--- src/rtl/timer60_setter.sv ---
// Four-button BCD preset entry for the 0-59 timer, with a one-cycle set_time strobe.
// Build option: define DEBOUNCE_EN to add a per-button stable-level debounce filter.
module timer60_setter #(
  parameter logic [3:0] UNIT_MAX   = 4'd9,
  parameter logic [3:0] DOZEN_MAX  = 4'd5,
  parameter int unsigned DEB_CYCLES = 16
) (
  input  logic       Clk,
  input  logic       reset_n,
  input  logic       btn_mode,
  input  logic       btn_inc,
  input  logic       btn_dec,
  input  logic       btn_load,
  output logic [3:0] Init_unitvalue,
  output logic [3:0] Init_dozenvalue,
  output logic       set_time,
  output logic       editing,
  output logic       edit_digit
);

  typedef enum logic [1:0] {
    IDLE, EDIT_UNIT, EDIT_DOZEN, LOAD
  } state_e;

  logic [3:0] raw;
  logic [3:0] s1_q, s2_q;
  logic [3:0] lvl;
  logic [3:0] prev_q;
  logic [3:0] pulse_d, pulse_q;

  // bit order: load, mode, inc, dec
  assign raw = {btn_load, btn_mode, btn_inc, btn_dec};

  always_ff @(posedge Clk or negedge reset_n) begin
    if (!reset_n) begin
      s1_q <= '0;
      s2_q <= '0;
    end else begin
      s1_q <= raw;
      s2_q <= s1_q;
    end
  end

`ifdef DEBOUNCE_EN
  localparam int CW = $clog2(DEB_CYCLES + 1);

  logic [3:0]         flt_d, flt_q;
  logic [3:0][CW-1:0] cnt_d, cnt_q;

  always_comb begin
    flt_d = flt_q;
    cnt_d = cnt_q;
    for (int i = 0; i < 4; i++) begin
      if (s2_q[i] != flt_q[i]) begin
        if (cnt_q[i] == CW'(DEB_CYCLES - 1)) begin
          flt_d[i] = s2_q[i];
          cnt_d[i] = '0;
        end else begin
          cnt_d[i] = cnt_q[i] + 1'b1;
        end
      end else begin
        cnt_d[i] = '0;
      end
    end
  end

  always_ff @(posedge Clk or negedge reset_n) begin
    if (!reset_n) begin
      flt_q <= '0;
      cnt_q <= '0;
    end else begin
      flt_q <= flt_d;
      cnt_q <= cnt_d;
    end
  end

  assign lvl = flt_q;
`else
  logic unused_deb;
  assign unused_deb = (DEB_CYCLES != 0);
  assign lvl = s2_q;
`endif

  assign pulse_d = lvl & ~prev_q;

  always_ff @(posedge Clk or negedge reset_n) begin
    if (!reset_n) begin
      prev_q  <= '0;
      pulse_q <= '0;
    end else begin
      prev_q  <= lvl;
      pulse_q <= pulse_d;
    end
  end

  logic p_load, p_mode, p_inc, p_dec;
  assign {p_load, p_mode, p_inc, p_dec} = pulse_q;

  state_e     state_d, state_q;
  logic [3:0] unit_d, unit_q;
  logic [3:0] dozen_d, dozen_q;
  logic       set_d, set_q;
  logic       edit_d, edit_q;
  logic       dig_d, dig_q;

  logic [3:0] unit_inc, unit_dec;
  logic [3:0] dozen_inc, dozen_dec;
  logic       step;

  assign unit_inc  = (unit_q >= UNIT_MAX) ? 4'd0 : unit_q + 4'd1;
  assign unit_dec  = (unit_q == 4'd0) ? UNIT_MAX : unit_q - 4'd1;
  assign dozen_inc = (dozen_q >= DOZEN_MAX) ? 4'd0 : dozen_q + 4'd1;
  assign dozen_dec = (dozen_q == 4'd0) ? DOZEN_MAX : dozen_q - 4'd1;
  // inc and dec together cancel out
  assign step = p_inc ^ p_dec;

  always_comb begin
    state_d = state_q;
    unit_d  = unit_q;
    dozen_d = dozen_q;
    unique case (state_q)
      IDLE: begin
        if (p_load)      state_d = LOAD;
        else if (p_mode) state_d = EDIT_UNIT;
      end
      EDIT_UNIT: begin
        if (p_load)      state_d = LOAD;
        else if (p_mode) state_d = EDIT_DOZEN;
        else if (step)   unit_d  = p_inc ? unit_inc : unit_dec;
      end
      EDIT_DOZEN: begin
        if (p_load)      state_d = LOAD;
        else if (p_mode) state_d = IDLE;
        else if (step)   dozen_d = p_inc ? dozen_inc : dozen_dec;
      end
      LOAD: state_d = IDLE;
    endcase
    set_d  = (state_d == LOAD);
    edit_d = (state_d == EDIT_UNIT) || (state_d == EDIT_DOZEN);
    dig_d  = (state_d == EDIT_DOZEN);
  end

  always_ff @(posedge Clk or negedge reset_n) begin
    if (!reset_n) begin
      state_q <= IDLE;
      unit_q  <= '0;
      dozen_q <= '0;
      set_q   <= 1'b0;
      edit_q  <= 1'b0;
      dig_q   <= 1'b0;
    end else begin
      state_q <= state_d;
      unit_q  <= unit_d;
      dozen_q <= dozen_d;
      set_q   <= set_d;
      edit_q  <= edit_d;
      dig_q   <= dig_d;
    end
  end

  assign Init_unitvalue  = unit_q;
  assign Init_dozenvalue = dozen_q;
  assign set_time        = set_q;
  assign editing         = edit_q;
  assign edit_digit      = dig_q;

endmodule

--- config.mk ---
export PLATFORM = sky130hd
export DESIGN_NAME = timer60_setter
export DESIGN_NICKNAME = d
export VERILOG_FILES = /design/src/rtl/timer60_setter.sv
export SDC_FILE = /design/constraint.sdc
export NUM_CORES = 1
export LEC_CHECK = 0
export ABC_AREA = 1
export CAP_MARGIN = 20
export CORE_MARGIN = 3
export CORE_UTILIZATION = 45
export CTS_BUF_LIST = sky130_fd_sc_hd__clkbuf_4 sky130_fd_sc_hd__clkbuf_8
export DETAILED_ROUTE_END_ITERATION = 10
export GPL_TIMING_DRIVEN = 0
export HOLD_SLACK_MARGIN = 0.03
export PLACE_DENSITY = 0.8
export SKIP_LAST_GASP = 1
export SYNTH_ARGS = -nofsm -noshare
export SYNTH_HDL_FRONTEND = slang
export SYNTH_SLANG_ARGS = --single-unit
--- constraint.sdc ---
create_clock -name Clk -period 1.2 [get_ports Clk]
set_input_delay 0.24 -clock Clk [delete_from_list [all_inputs] [get_ports Clk]]
set_output_delay 0.24 -clock Clk [all_outputs]
set_load 0.005 [all_outputs]
==> impl_metrics.py <==
metrics = {
    "worst_setup_path": {
        "endpoint_kind": "flip-flop",
        "crit_buf_inv": 2,
        "cp.required_ns": 1.39,
        "crit_chain": "buf_6 -> buf_6 -> ha_4 -> xor2_2 -> nand3_2 -> nand2_1 -> nand2_1 -> o21ai_1",
        "crit_arrival_ns": 1.55,
        "cp_max_fo": 4,
        "critical_path_class": "flip-flop to flip-flop",
        "cpPeakStageDelay_ns": 0.42,
        "crit_slowest_cell": "dfrtp_2",
        "crit_family": "flip-flops",
        "startpoint_type": "flip-flop",
    },
    "detailed_routing": {
        "drtAntennaViolNets": 0,
        "num_vias": 1253,
        "drt_first_pass_iters": 4,
        "vias_per_cell": 5.09,
        "drc": 0,
        "wl_per_cell_um": 13.7,
        "first_iter_violations": 53,
        "wirelength_um": 3360,
    },
    "clock_tree": {
        "clk_latency_ns": 0.32,
        "tritoncts": "done",
        "cts_made_buffers": 5,
        "clk_path_buf_depth": 2,
        "cts_sinks": 29,
        "ctsHoldBuffers": 0,
        "root_buffer": "clkbuf_4",
        "clk_pin_slew_ns": 0.10,
        "cts_max_level": 2,
    },
    "synthesis": {
        "syn_inst": 153,
        "synth_nets": 168,
        "synth-seq-cells": 29,
        "syn_area_um2": 1440,
        "synthDistinctLibCells": 27,
        "yosysWarningCount": 0,
        "syn_avg_cell_area_um2": 9.41,
        "ys_seq_area_share_pct": 50.4,
    },
    "min_path": {
        "hold_path_class": "input pin to asynchronous set/reset pin",
    },
    "grt": {
        "grt_pass1_wl_um": 5500,
        "grt_overflow": 0,
        "grt_max_degree": 19,
        "antenna_found_initial": 0,
        "track_usage_pct": 17.5,
        "grt_pass1_vias": 1295,
    },
    "finish": {
        "n_antenna_cell": 0,
        "fin_area_um2": 2210,
        "drive_above_1_share_pct": 50.5,
        "syn_to_final_growth_pct": 53.8,
        "nets": 218,
    },
    "die": {
        "die_area_um2": 3920,
        "start_util_pct": 49.7,
        "coreArea_um2": 2900,
        "row_count": 19,
        "pin_count": 17,
        "fp.dieW_um": 62.6,
        "die_h_um": 62.6,
    },
    "placement": {
        "place.gp.congestion": 0.897,
        "dp_slack_ns": -0.173,
        "portBuffers": 16,
        "hpwlAfterDp_um": 1870,
        "postPlaceCellArea_um2": 1730,
    },
    "sta": {
        "layout_setup_ws_ns": -0.153,
        "fin_crit_ns": 1.35,
        "setup_viol": 10,
        "slew_headroom_pct": 57.2,
        "max_freq_mhz": 739,
        "rsz0062_at_grt": "true",
        "fin_skew_ns": 0.0193,
        "fin_crit_sh_pct": 113,
        "worst_pin_slew_ns": 0.641,
        "slew_violations": 0,
        "fin_tns_setup_ns": -1.08,
        "finalHoldViolations": 0,
    },
    "power": {
        "power_density_nw_per_um2": 2440,
        "power.leakage_uw": 0.00105,
        "vdd_drop_max_uv": 1150,
    },
    "outcome": {
        "violations": "negative setup slack",
        "status": "finished with violations",
    },
    "run": {
        "max_cap_viol_count": 0,
    },
}
path summary, 6_finish.rpt:
kind	from	endpoint	slack, ns	depth (start not counted)
worst min register to register	s1_q[2]	lvl[2]	0.35	0
min in group Clk	s1_q[2]	lvl[2]	0.35	0
worst max register to register	Init_unitvalue[0]	Init_unitvalue[2]	-0.15	8
worst min-delay path	reset_n	lvl[3]	0.32	1
max in group asynchronous	reset_n	Init_dozenvalue[0]	0.35	2
worst max-delay path	Init_unitvalue[0]	Init_unitvalue[2]	-0.15	8
through the flow:
step,power [µW],utilization [%],std cells,hold WS [ns]
3_3_place_gp,3240,58.6,211,0.333
2_1_floorplan,2700,-,153,-0.0556
6_report,5410,76.4,246,0.325
5_1_grt,5790,76.4,246,0.340
4_1_cts,4950,73.4,243,0.319
3_5_place_dp,3360,59.5,212,0.340
registers in the layout (all words and copies together) (netlist names):
register / flops
set_time: 1
Init_unitvalue: 4
Init_dozenvalue: 4
prev_q: 4
state_q: 2
s1_q: 4
editing: 1
lvl: 4
pulse_q: 4
edit_digit: 1
area by class of cell:
type / count / area, µm²
repair buffers: 43 / 390
clock buffers: 7 / 65.1
well taps: 42 / 52.6
fillers: 172 / 686
inverters: 25 / 129
clock inverters: 1 / 5.00
plain buffers: 2 / 22.5
multi-input cells: 97 / 816
flip-flops and latches: 29 / 734
worst reg2reg max path, cell delays in order (launching register included):
cell and delay [ns]:
dfrtp_2 0.42, buf_6 0.14, buf_6 0.13, ha_4 0.17, xor2_2 0.14, nand3_2 0.06
nand2_1 0.05, nand2_1 0.06, o21ai_1 0.06
logic make-up after synthesis:
logic type	share of synthesized area (%)
AND/OR/NAND/NOR	23.5
flip-flops	50.4
buffers and inverters	8.51
AO/OA/AOI/OAI	8.51
adder cells (fa/ha/maj)	7.82
XOR/XNOR	1.22
metal layers:
layer  routed length [µm]  GRT usage (%)
met1                 1280           19.2
met2                 1910           32.2
met3                  130           5.04
met4                   42           5.51
met5                    0              0
timing repair:
action	CTS	global route
pin swaps	14	20
endpoints found under the setup margin	20	20
resized for setup	69	29
setup buffers	23	4
Yosys cell counts, drive strengths merged:
cell type / count / area share, %
ha: 9 / 7.8
xor2: 2 / 1.2
o21bai: 1 / 0.52
dfrtp: 29 / 50
o21ai: 10 / 3.5
nand3: 16 / 6.4
buf: 2 / 1.6
clkinv: 1 / 0.35
nor2: 10 / 4.3
and2: 1 / 0.43
nand2: 35 / 10
a21oi: 5 / 2.3
nor3: 1 / 0.35
o211ai: 2 / 1.0
o221ai: 2 / 1.2
inv: 24 / 6.6
nand4: 3 / 1.7
power breakdown:
group          internal, µW  leakage [µW]  switching (µW)
registers              1220      0.000346             155
clock network           339     0.0000413             316
logic                  1640      0.000662            1740
placed cells by master (no fill, tap or decap), drive strengths merged:
master          n
clkdlybuf4s50   5
a21oi           5
o221ai          2
o211ai          2
o21bai          1
xor2            2
nand3          16
clkbuf         11
clkdlybuf4s15   6
nor3            1
clkinv          1
ha              9
o21ai          10
nor2           10
buf            30
inv            25
nand2          35
nand4           3
dfrtp          29
and2            1
No activity file was read; power rests on OpenSTA's default activity.
